[src/rtl/stack_pkg.sv]
// Shared definitions for the LIFO stack and its pop-side drain reader.
// The length-width helper keeps the stack and its readers agreeing on field widths.
package stack_pkg;

  typedef enum logic [1:0] {
    IDLE  = 2'd0,
    DRAIN = 2'd1,
    FLUSH = 2'd2
  } drain_state_t;

  // Width of a field that must represent every count from 0 up to depth.
  function automatic int len_w(input int depth);
    return $clog2(depth + 1);
  endfunction

endpackage

[src/rtl/stream_oreg.sv]
// Single-entry valid/ready output register: a load captures a beat, which is
// held stable until the consumer accepts it.
module stream_oreg #(
  parameter int DW = 8
) (
  input  logic          clk,
  input  logic          aresetn,
  input  logic          load,
  input  logic [DW-1:0] load_data,
  input  logic          load_last,
  input  logic          ready,
  output logic          valid,
  output logic [DW-1:0] data,
  output logic          last
);

  // NOTE: sequential state uses non-blocking assignments so every register
  // samples pre-edge values regardless of process evaluation order.
  always_ff @(posedge clk or negedge aresetn) begin
    if (!aresetn) begin
      valid <= 1'b0;
      data  <= '0;
      last  <= 1'b0;
    end else if (load) begin
      valid <= 1'b1;
      data  <= load_data;
      last  <= load_last;
    end else if (ready) begin
      valid <= 1'b0;
    end
  end

endmodule

[src/rtl/stack_drain.sv]
// Pop-side reader for the LIFO stack: drains N entries (top first) into a
// valid/ready stream with a last flag, and reports completion with a beat count.
module stack_drain
  import stack_pkg::*;
#(
  parameter  int DPT = 4,
  parameter  int DW  = 8,
  localparam int LW  = len_w(DPT)
) (
  input  logic          clk,
  input  logic          aresetn,
  input  logic          i_cmd_valid,
  input  logic [LW-1:0] i_cmd_len,
  output logic          o_cmd_ready,
  output logic          o_pop_en,
  input  logic [DW-1:0] i_pop_data,
  input  logic          i_empty,
  output logic          o_m_valid,
  output logic [DW-1:0] o_m_data,
  output logic          o_m_last,
  input  logic          i_m_ready,
  output logic          o_stall,
  output logic          o_done,
  output logic [LW-1:0] o_done_cnt
);

  drain_state_t  state, state_nxt;
  logic [LW-1:0] rem, cnt;
  logic [LW-1:0] len_c;
  logic          cmd_fire;
  logic          beat_accept;

  assign len_c       = (i_cmd_len > LW'(DPT)) ? LW'(DPT) : i_cmd_len;
  assign cmd_fire    = i_cmd_valid && o_cmd_ready;
  assign beat_accept = o_m_valid && i_m_ready;

  always_ff @(posedge clk or negedge aresetn) begin
    if (!aresetn) state <= IDLE;
    else          state <= state_nxt;
  end

  // NOTE: every combinational output gets a default first so no path
  // through the case statement can leave it unassigned and infer a latch.
  always_comb begin
    state_nxt = state;
    unique case (state)
      IDLE:    if (cmd_fire && len_c != '0) state_nxt = DRAIN;
      DRAIN:   if (o_pop_en && rem == LW'(1)) state_nxt = FLUSH;
      FLUSH:   if (beat_accept) state_nxt = IDLE;
      default: state_nxt = IDLE;
    endcase
  end

  // A pop needs stock on the stack, work left, and a free (or draining) output slot.
  always_comb begin
    o_cmd_ready = 1'b0;
    o_pop_en    = 1'b0;
    unique case (state)
      IDLE:    o_cmd_ready = 1'b1;
      DRAIN:   o_pop_en    = !i_empty && rem != '0 && (!o_m_valid || i_m_ready);
      default: ;
    endcase
  end

  always_ff @(posedge clk or negedge aresetn) begin
    if (!aresetn) begin
      rem        <= '0;
      cnt        <= '0;
      o_done     <= 1'b0;
      o_done_cnt <= '0;
      o_stall    <= 1'b0;
    end else begin
      o_done  <= 1'b0;
      o_stall <= (state == DRAIN) && i_empty && rem != '0;
      if (cmd_fire) begin
        rem <= len_c;
        cnt <= '0;
        if (len_c == '0) begin
          o_done     <= 1'b1;
          o_done_cnt <= '0;
        end
      end else if (o_pop_en) begin
        rem <= rem - LW'(1);
        cnt <= cnt + LW'(1);
      end
      if (state == FLUSH && beat_accept) begin
        o_done     <= 1'b1;
        o_done_cnt <= cnt;
      end
    end
  end

  stream_oreg #(.DW(DW)) u_oreg (
    .clk       (clk),
    .aresetn   (aresetn),
    .load      (o_pop_en),
    .load_data (i_pop_data),
    .load_last (rem == LW'(1)),
    .ready     (i_m_ready),
    .valid     (o_m_valid),
    .data      (o_m_data),
    .last      (o_m_last)
  );

endmodule

[config.mk]
export PLATFORM = sky130hd
export DESIGN_NAME = stack_drain
export DESIGN_NICKNAME = d
export VERILOG_FILES = /design/src/rtl/stack_pkg.sv /design/src/rtl/stream_oreg.sv /design/src/rtl/stack_drain.sv
export SDC_FILE = /design/constraint.sdc
export NUM_CORES = 1
export LEC_CHECK = 0
export ABC_AREA = 1
export BUFFER_PORTS_ARGS = -buffer_cell sky130_fd_sc_hd__buf_2
export CAP_MARGIN = 0
export CELL_PAD_IN_SITES_DETAIL_PLACEMENT = 0
export CELL_PAD_IN_SITES_GLOBAL_PLACEMENT = 1
export CORE_MARGIN = 2
export CORE_UTILIZATION = 39
export DETAILED_ROUTE_END_ITERATION = 8
export PLACE_DENSITY = 0.81
export SYNTH_ARGS = -nofsm -noshare
export SYNTH_HDL_FRONTEND = slang
export SYNTH_SLANG_ARGS = --single-unit
export TNS_END_PERCENT = 30
[constraint.sdc]
create_clock -name clk -period 2 [get_ports clk]
set_input_delay 0.1 -clock clk [delete_from_list [all_inputs] [get_ports clk]]
set_output_delay 0.1 -clock clk [all_outputs]
set_load 0.01 [all_outputs]
### Word-level counts from Yosys, hierarchy flattened

Index checks and enable logic that the tools add are counted.

* flip-flop bits (word level): 23
* bits in latches: 0
* memory bits (writable): 0
* memory bits (read-only): 0
* bits of input ports: 16
* output and inout port bits: 17
* logic and storage cells: 59
* memories: 0

* add/sub/neg operators: 2
* multipliers: 0
* div/mod/pow operators: 0
* $lt $le $gt $ge: 1
* equality and inequality tests: 6
* shift-type cells: 0
* mux-type cells: 19
* bitwise operators: 0
* reduce and logical (&&, ||, !) cells: 22

Operators with widths (number)
* 2-to-1 mux 3 bit: 8
* logical AND 1 bit: 9
* nonzero test 2 bit: 4
* 2-to-1 mux 1 bit: 7
* 2-to-1 mux 2 bit: 3
* != test 2 bit (second input constant): 3
* case mux 2 bit (3 select lines): 1
* nonzero test 3 bit: 2
* adder 3 x 1 -> 3 bit (second input constant): 1
* == test 3 x 1 -> 1 bit (second input constant): 1
* greater-than comparator 3 bit (second input constant): 1
* zero test 3 bit: 1
* AND reduction 3 bit: 1
* subtractor 3 x 1 -> 3 bit (second input constant): 1
* == test 2 x 1 -> 1 bit (second input constant): 1
* == test 2 bit (second input constant): 1
* zero test 1 bit: 2
* zero test 2 bit: 1
* AND reduction 2 bit: 1
* logical OR 1 bit: 1

### Longest topological paths before layout

Gate-level depths: netlist of the first run.

* depth after elaboration: 7
* mapped depth: 9
* depth with buffers taken out: 9

### Cells and area by module

Synthesis of the first run repeated with hierarchy kept, for this count alone.

* cell total of the unflattened synthesis: 145
* area total of the unflattened synthesis: 1161.1 um2

By module, submodules not included
* stack_drain: times used 1, cells an instance 103, area an instance 783.3 um2, sequential area each 325.3 um2
* stream_oreg: times used 1, cells an instance 42, area an instance 377.9 um2, sequential area each 250.2 um2

### Worst setup path after synthesis of the first run

Ideal clock, no wire load.

* kind: register to register
* start: register rem[0]
* end: register u_oreg.last
* setup time: 0.119 ns
* arrival time: 1.149 ns
* data required time: 1.881 ns
* path slack: 0.731 ns
* cell stages (with the launch flop): 8
* cells stage by stage: dfrtp_1 -> inv_1 -> ha_1 -> a21oi_1 -> nand2_2 -> buf_4 -> nand2_1 -> nand2_1

* cells in the longest elaborated chain, start to end: 4
* elaborated cells between the ends (all ways): 5
* those cells by class: eq/ne (1); mux (1); reduce/logical (3)

RTL lines
* from (decl): RTL line stack_drain.sv:28 `logic [LW-1:0] rem, cnt;`
* from (signal assigned): RTL line stack_drain.sv:76 `rem <= len_c;`
* from (signal assigned): RTL line stack_drain.sv:83 `rem <= rem - LW'(1);`
* nonzero test 3 bit: RTL line stack_drain.sv:60 `DRAIN: o_pop_en = !i_empty && rem != '0 && (!o_m_valid || i_m_ready);`
* logical AND 1 bit (2 in a row): RTL line stack_drain.sv:60
* 2-to-1 mux 1 bit: RTL line stack_drain.sv:58 `unique case (state)`
* to (signal assigned): RTL line stream_oreg.sv:27 `last <= load_last;`
* to (decl): RTL line stream_oreg.sv:14 `output logic last`

Parallel ways exist; a longest one is shown, timed or not.
A chain may end at the register's enable or synchronous reset.

### Worst setup path in the final report of the first run

* start: register rem[0]
* end: output port o_pop_en

* cells in the longest elaborated chain, start to end: 4

RTL lines
* nonzero test 3 bit: RTL line stack_drain.sv:60
* logical AND 1 bit (2 in a row): RTL line stack_drain.sv:60
* 2-to-1 mux 1 bit: RTL line stack_drain.sv:58
* to (decl): RTL line stack_drain.sv:15 `output logic o_pop_en,`

No other way between the ends.

==> run metrics, run 1 <==
status=complete, no violations; overflow left after global routing=0; final net count=203; clock insertion delay at the later pin of the skew report=310 ps; Row Count=19; hold path start=i_empty; ant diodes=0; switch share=0.4284; Multi-input gate area=480.5 sq um; clock power share=0.112; dominant cells by area after synthesis=dfrtp_1, nand2_1, nand3_1; nature of the critical path endpoint=output pin; Worst-path clk slew=120 ps; HP Class=input port to flop; worst reg2reg path depth=7; combinational power share=0.471; Routed WL=2238 microns; Post-Synth Simple-Gate Area=0.3615; Die Ht=57.71 microns; xor/xnor share of the synthesized area=0.007786; P_sw=794.3 uW; DRT iter0 DRCs=17; setup TNS=0 ps; Cell Area, Placed=1299 sq um; Initial Util=0.4079; fmax=576.2 MHz; Clock Skew=10.26 ps; RR Startpoint=rem[0]; adder-cell share of the synthesized area=0.04449; Final Max Tran Viols=0; CTS max path bufs=2; I/O pin count=33; Final Util=0.5150; post-synthesis sequential area ratio=0.5117; mux share of post-synthesis cell area=0; I/O Buffers=32; clock root buffer master=clkbuf_4; worst relative slew slack=0.6684; Slowest-stage cell, CP=dfrtp_1; placed insts=200; number of remaining DRC errors=0; CP top delay family=simple AND/OR/NAND/NOR gates; maximum vdd drop=roughly 0.95 mV; critical path arrival=1640 ps; post-synth top area cell=dfrtp_1; DIE WIDTH=just under 60 microns; RSZ-0062 raised after global routing=no; global-route wire length before repair=4119 microns; Pwr Density=between 1000 and 1500 nW/um^2; 1st-pass router iterations=4; max-cap violations=0; R2R Setup Slk=550 ps; Syn Inst Count=141; Bufs and invs on worst path=2; share of the synthesized area in the top cell type=0.5117; Critical Path Fanout Max=13; final hold vios=0; Leak=0.0008517 uW; register share of total power=0.417; CTS tree=done; data required time of the critical path=approximately 1900 ps; Num CTS Buffers=3; Final min period=approximately 1700 ps; Total GRT Usage=0.1595; Filler cells=284; Mean Syn Cell Area=7.978 sq um; Synth Net Count=161; area of the core=2758 sq um; post-route antenna net violation count=0; post-synthesis compound-gate area fraction=0.008899; initial antenna violation count=0; RR Endpoint=rem[0]; synthesized area=1125 sq um; Critical Path Max Stage Delay=~380 ps; Seq. cell area=575.6 sq um; vias in the first global route=just over 1000; setup bufs post-CTS=0; largest family of logic cells by synthesized area=simple AND/OR/NAND/NOR gates; worst slew pin tran=slightly below 500 ps; EDFF count, synth=0; internal power=1060 uW; CP most frequent cell=nand2_1; count of different cell masters after synthesis=16; Hold Path Depth=3; clock sink total=23; ys async rst share=1.000; largest net degree at the start of global routing=24; area grow syn2layout=26.25%; Cell Chain, Critical Path=inv_1 > ha_1 > nand2_1 > nand2_1 > nor2_4 > buf_2; ys flop type=dfrtp_1; synth warn=0; final instance area=1420 sq um; Setup CP Type=flop to output pin; fraction of layout instances using a drive strength above 1=0.2363; die area=roughly 3300 sq um; top-count cell post-synth=nand2_1; CTS H-tree depth=1; ratio of final minimum period to clock period=0.8677; fin cells=roughly 210; Placer Congestion=between 0.7 and 0.8; Fin Hold WS=26.30 ps; Hold EP=o_stall; Yosys reg bits=23; vias per std cell=4.638; CP startpoint kind=flop; post-DP HPWL=between 1500 and 2000 microns; final number of setup-violating endpoints=0; routed vias=988; drt wl/cell=10.51 microns; most frequent cells after synthesis=nand2_1, dfrtp_1, nand3_1
==> logic make-up after synthesis <==
logic type / after synthesis
and+or+nand+nor: 94
adders and majority gates: 4
buffers and inverters: 17
xor gates and xnor gates: 1
AOI/OAI and AO/OA: 2
DFF: 23
==> worst max-delay path by stage <==
| stage | to | from | cells past startpoint | slack [ps] |
|---|---|---|---|---|
| 2_1_floorplan | u_oreg.last | rem[0] | 7 | 730 |
| 3_3_place_gp | o_pop_en | rem[0] | 6 | 490 |
| 3_5_place_dp | o_pop_en | rem[0] | 6 | 450 |
| 4_1_cts | o_pop_en | rem[0] | 6 | 90 |
| 5_1_grt | o_pop_en | rem[0] | 6 | 80 |
| 6_report | o_pop_en | rem[0] | 6 | 260 |
==> timing repair <==
action | in CTS | in global routing
hold buffers | 9 | 0
endpoints found under the hold margin | 31 | 0
gates resized for setup | 0 | 1
setup endpoints to repair | 0 | 1
==> power by group through the flow <==
stage	sequential [uW]	combinational [uW]	clock [uW]
floorplan	815	581	0
global placement	777	852	0
detailed placement	786	866	0
CTS	779	880	215
global route	804	1040	234
finish	773	873	208
==> cell usage in the layout (no fill, tap or decap) <==
master / netlist / layout
o21ai_0: 1 / 1
nor2_2: 2 / 1
inv_1: 10 / 10
clkbuf_4: 0 / 3
inv_2: 3 / 3
ha_1: 4 / 4
dlygate4sd3_1: 0 / 9
nand4_1: 6 / 6
nand2_2: 2 / 2
dfrtp_1: 23 / 23
nand3_1: 17 / 17
nand2_1: 62 / 62
buf_2: 2 / 32
a21oi_1: 1 / 1
xor2_1: 1 / 1
clkbuf_1: 0 / 1
nor2_4: 1 / 2
nor2_1: 4 / 4
==> per-layer routing <==
layer,wire [microns],GRT usage,share of wire
met1,1000,0.1750,0.45
met2,1114,0.3036,0.50
met3,111,0.04688,0.050
met4,11,0.02990,0.0049
met5,0,0,0
==> metrics by stage <==
step / total power (uW) / setup WS [ps]
6_report: 1854 / 264.5
3_3_place_gp: 1628 / 491.3
4_1_cts: 1874 / 91.91
5_1_grt: 2082 / 84.57
2_1_floorplan: 1396 / 731.3
3_5_place_dp: 1652 / 448.6
==> layout make-up <==
| cell class | instances | area share |
|---|---|---|
| inverter | 13 | 0.03436 |
| tap | 31 | 0.02731 |
| timing repair buffer | 41 | 0.1762 |
| sequential | 23 | 0.4053 |
| multi-input combinational | 101 | 0.3383 |
| clock buffer | 4 | 0.01850 |
==> flip-flops by register name, indices dropped and copies added (netlist names) <==
register,cells
u_oreg.data,8
cnt,3
o_done_cnt,3
rem,3
state,2
o_done,1
o_stall,1
u_oreg.last,1
u_oreg.valid,1
==> worst reg2reg max path: stages, from the launching register on <==
cell,delay [ps]
dfrtp_1,380
inv_1,80
ha_1,210
a21oi_1,190
nand2_2,240
nand2_1,170
nand2_1,70
nand2_1,60
Note: power is estimated with default switching activity, not from simulation.
==> run 2: changes to the inputs <==
Settings changed: PLACE_DENSITY 0.81 to 0.8, SYNTH_HIERARCHICAL set to 1.
==> run 2 against run 1 <==
Effect of this change:
- sequential power grew 0.8%
- core utilization about the same
- count of clock-buffer cells in the layout unchanged
- final area grew 0.88%
- hold slack lost 25 ps
- register-to-register slack worse by 130 ps
- setup slack worse by 38 ps
- global-route usage down 0.31 points
- synthesized cell count rose by 2.8%
- largest cell class unchanged
==> run metrics, run 2 <==
Pwr Density=1314 nW/um^2; area of the core=2781 sq um; initial antenna violation count=0; routed vias=992; Cell Area, Placed=1326 sq um; most frequent cells in the layout=nand2_1, buf_2, dfrtp_1; fraction of layout instances using a drive strength above 1=0.2366; RSZ-0062 raised after global routing=no; post-synth top area cell=dfrtp_1; Worst-path clk slew=120 ps; Placer Congestion=about 0.8; critical path arrival=1670 ps; synth warn=6; share of the synthesized area in the top cell type=0.4957; I/O pin count=33; number of remaining DRC errors=0; setup TNS=0 ps; combinational power share=0.473; RR Endpoint=u_oreg/last; Final Util=0.5151; CTS H-tree depth=1; Die Ht=between 50 and 60 microns; status=complete, no violations; Setup CP Type=flop to output pin; clock sink total=23; count of different cell masters after synthesis=15; data required time of the critical path=1900 ps; switch share=0.4373; dominant cells by area after synthesis=dfrtp_1, nand2_1, nand3_1; CP startpoint kind=flop; CTS Hold Buffers Added=8; largest net degree at the start of global routing=24; worst reg2reg path depth=8; Row Count=19; max-cap violations=0; top-count cell post-synth=nand2_1; Worst Setup EP=o_pop_en; Mean Syn Cell Area=between 8 and 9 sq um; final instance area=1433 sq um; Critical Path Fanout Max=15; drt wl/cell=10.95 microns; Synth Net Count=165; final hold vios=0; Post-CTS Resized=0; worst slew pin tran=508.1 ps; fmax=563.9 MHz; Top reg by flops=u_oreg/data; most common cell after layout, fill and taps aside=nand2_1; maximum vdd drop=0.7326 mV; max FFs per register=8; EDFF count, synth=0; final net count=207; Syn Inst Count=145; R2R Setup Slk=420 ps; overflow left after global routing=0; HP Class=input port to flop; post-synthesis sequential area ratio=0.4957; Clock Skew=between 3 and 4 ps; synthesized area=1161 sq um; Final Max Tran Viols=0; ratio of final minimum period to clock period=0.8867; Leak=0.0008789 uW; CTS max path bufs=2; most frequent cells after synthesis=nand2_1, dfrtp_1, nand3_1; nature of the critical path endpoint=output pin; vias per std cell=roughly 4.6; Yosys reg bits=23; Total GRT Usage=0.1564; vias in the first global route=952; final number of setup-violating endpoints=0; I/O Buffers=32; worst relative slew slack=0.6612; Num CTS Buffers=3; global-route wire length before repair=4071 microns; Initial Util=0.4175; DRT iter0 DRCs=32; hold path start=i_pop_data[0]; DIE WIDTH=58.57 microns; ys flop type=dfrtp_1; internal power=1059 uW; P_sw=823.0 uW; register share of total power=0.414; post-route antenna net violation count=0; RR Startpoint=rem[0]; Final min period=1773 ps; ant diodes=0; clock power share=0.114; clock insertion delay at the later pin of the skew report=310 ps; Worst setup startpoint=rem[0]; CTS tree=done; 1st-pass router iterations=4; setup bufs post-CTS=0; clock root buffer master=clkbuf_4; post-DP HPWL=1752 microns; area grow syn2layout=23.38%; Routed WL=2377 microns; die area=between 3000 and 4000 sq um; ys async rst share=1.000
-- run 2: layout make-up --
class | count | area [sq um]
clock buffers | 4 | 26.28
inverters | 17 | 63.81
fillers | 282 | 1349
repair buffers | 40 | 240.2
flip-flops and latches | 23 | 575.6
well taps | 31 | 38.79
multi-input cells | 102 | 488.0
-- run 2: layer usage --
metal,up-vias,track usage,part of all wire
met5,-,0,0
met4,0,0.05980,0.014
met3,4,0.02637,0.032
met2,16,0.2697,0.49
met1,443,0.1950,0.46
li1,529,-,-
-- run 2: logic make-up (layout without fill, tap and decap cells) --
group                    count (synthesis)  count (layout)  synth area share
XOR/XNOR                                 1               1          0.007544
buffers and inverters                   20              61           0.08405
AND/OR/NAND/NOR                         96              96            0.3653
flip-flops                              23              23            0.4957
AO/OA/AOI/OAI                            1               1          0.004306
adder cells (fa/ha/maj)                  4               4           0.04311
-- run 2: worst min path at each step --
| stage | end | slack (ps) | cells past startpoint |
|---|---|---|---|
| after CTS | u_oreg/data[0] | 0.005 | 3 |
| after global routing | u_oreg/data[0] | 6 | 3 |
| final | u_oreg/data[0] | 2 | 3 |
| after detailed placement | o_done | 110 | 1 |
| after floorplan | cnt[0] | -200 | 0 |
| after global placement | o_done | 110 | 1 |
-- run 2: through the flow --
| step | instances | setup WS [ps] | total power [uW] | hold WS [ps] |
|---|---|---|---|---|
| 2_1_floorplan | 145 | 624.5 | 1426 | -195.6 |
| 3_3_place_gp | 205 | 506.2 | 1656 | 106.5 |
| 3_5_place_dp | 205 | 457.7 | 1672 | 107.8 |
| 4_1_cts | 217 | 212.3 | 1906 | 0.004663 |
| 5_1_grt | 217 | 92.23 | 2076 | 5.603 |
| 6_report | 217 | 226.5 | 1882 | 1.700 |
-- run 2: critical path, cell delays in order (launching register included) --
cell	delay (ps)
dfrtp_1	390
inv_1	80
ha_1	210
nand2_1	80
nand2_1	90
nor2_4	300
buf_2	210
-- run 2: power by group through the flow --
stage / registers [uW] / clock network (uW) / logic [uW]
after global routing: 807 / 242 / 1030
after global placement: 781 / 0 / 875
final: 779 / 214 / 889
after CTS: 779 / 226 / 902
after floorplan: 817 / 0 / 609
after detailed placement: 788 / 0 / 884
==> run 3: changes to the inputs <==
Settings changed: CORE_UTILIZATION 39 to 33, PLACE_DENSITY 0.8 to 0.72.
Clock period 2 ns to 1.6 ns, I/O delays scaled along.
==> run 3 against run 2 <==
Effect of this change:
- sequential share of layout area down 1.5 points
- first-iteration DRC count up 13%
- power up 27%
- core utilization down 7.3 points
- clock skew up 1.3 ps
- cell count up 8.8%
- via count up 4.8%
- register-to-register slack worse by 270 ps
- clock power up 28%
- combinational power up 30%
- sequential cell count unchanged
- largest power group unchanged
==> run metrics, run 3 (synthesis gave the netlist of run 2 again) <==
die area=4009 sq um; DIE WIDTH=63.32 microns; Top reg by flops=u_oreg/data; setup TNS=0 ps; Fin Hold WS=36.52 ps; Pwr Density=1613 nW/um^2; Final Util=0.4423; Placer Congestion=0.7056; vias in the first global route=1014; Total GRT Usage=0.1294; I/O Buffers=32; drt wl/cell=10.49 microns; worst reg2reg path depth=9; maximum vdd drop=0.6958 mV; most frequent cells in the layout=nand2_1, buf_2, dfrtp_1; Row Count=21; Hold Path Depth=4; ratio of final minimum period to clock period=0.9314; routed vias=1040; overflow left after global routing=0; Setup CP Type=flop to output pin; Num CTS Buffers=3; critical path arrival=1410 ps; CP startpoint kind=flop; hold path start=i_m_ready; fmax=671.1 MHz; CTS max path bufs=2; Filler cells=352; area of the core=3363 sq um; Initial Util=0.3452; Final min period=1490 ps; Worst-path clk slew=~130 ps; vias per std cell=about 4.4; Die Ht=63.32 microns; RR Endpoint=u_oreg/data[5]; max FFs per register=8; nature of the critical path endpoint=output pin; final number of setup-violating endpoints=0; final hold vios=0; Hold EP=u_oreg/valid; clock sink total=23; R2R Setup Slk=150 ps; HP Class=input port to flop; DRT iter0 DRCs=36; final net count=211; fin cells=236; CTS tree=done; max-cap violations=0; area grow syn2layout=28.13%; worst relative slew slack=0.6496; number of remaining DRC errors=0; global-route wire length before repair=4174 microns; Post-CTS Resized=0; Routed WL=2475 microns; ant diodes=0; Multi-input gate area=488.0 sq um; Leak=0.0009006 uW; Seq. cell area=roughly 580 sq um; Clock Skew=4.889 ps; worst slew pin tran=525.6 ps; Final Max Tran Viols=0; CTS H-tree depth=1; status=complete, no violations; Overall Power=2399 uW; largest net degree at the start of global routing=24; most common cell after layout, fill and taps aside=nand2_1; I/O pin count=33; Worst setup startpoint=rem[0]; initial antenna violation count=0; post-DP HPWL=1805 microns; fraction of layout instances using a drive strength above 1=0.2474; data required time of the critical path=between 1500 and 2000 ps; clock root buffer master=clkbuf_4; RR Startpoint=rem[0]; clock insertion delay at the later pin of the skew report=310 ps; placed insts=about 220; post-route antenna net violation count=0; 1st-pass router iterations=4; Critical Path Fanout Max=3; RSZ-0062 raised after global routing=no
[run 3: power breakdown]
| group | internal, uW | leakage [uW] | switching (uW) |
|---|---|---|---|
| clock network | 93.4 | 0.0000177 | 181 |
| logic | 448 | 0.000587 | 710 |
| registers | 808 | 0.000295 | 159 |
| total | 1350 | 0.000901 | 1050 |
[run 3: timing repair]
| action | 4_1_cts | 5_1_grt |
|---|---|---|
| setup endpoints to repair | 1 | 0 |
| hold endpoints to repair | 32 | 0 |
| setup buffers | 1 | 0 |
| hold buffers | 10 | 0 |
[run 3: how the worst max path moves through the flow]
stage	depth (start not counted)	slack, ps	to
floorplan	9	220	u_oreg/data[0]
global placement	8	260	u_oreg/data[2]
detailed placement	8	190	u_oreg/data[4]
CTS	6	100	o_pop_en
global route	6	20	o_pop_en
finish	6	110	o_pop_en
[run 3: per-stage QoR]
| step | cell area [sq um] | worst slack [ps] |
|---|---|---|
| finish | 1488 | 109.8 |
| global route | 1488 | 19.37 |
| CTS | 1488 | 95.35 |
| detailed placement | 1353 | 186.5 |
| global placement | 1353 | 255.7 |
| floorplan | 1161 | 224.5 |
[run 3: metal layers]
layer / share of wire / vias to the layer above / global-route usage
met2: 0.46 / 31 / 0.2327
met1: 0.47 / 470 / 0.1497
met3: 0.066 / 2 / 0.03393
met5: 0 / - / 0
li1: - / 537 / -
met4: 0.0053 / 0 / 0.04076
[run 3: cell type report]
class,instances,area share
multi-input cells,102,0.3280
clock buffers,3,0.01514
flip-flops and latches,23,0.3869
inverters,17,0.04289
repair buffers,44,0.1850
clock inverters,1,0.003364
well taps,46,0.03869
[run 3: worst max-delay path: stages (launching register included)]
cell and delay (ps):
dfrtp_1 390, inv_1 90, ha_1 210, nand2_1 90, nand2_1 80, nor2_4 100
buf_2 140
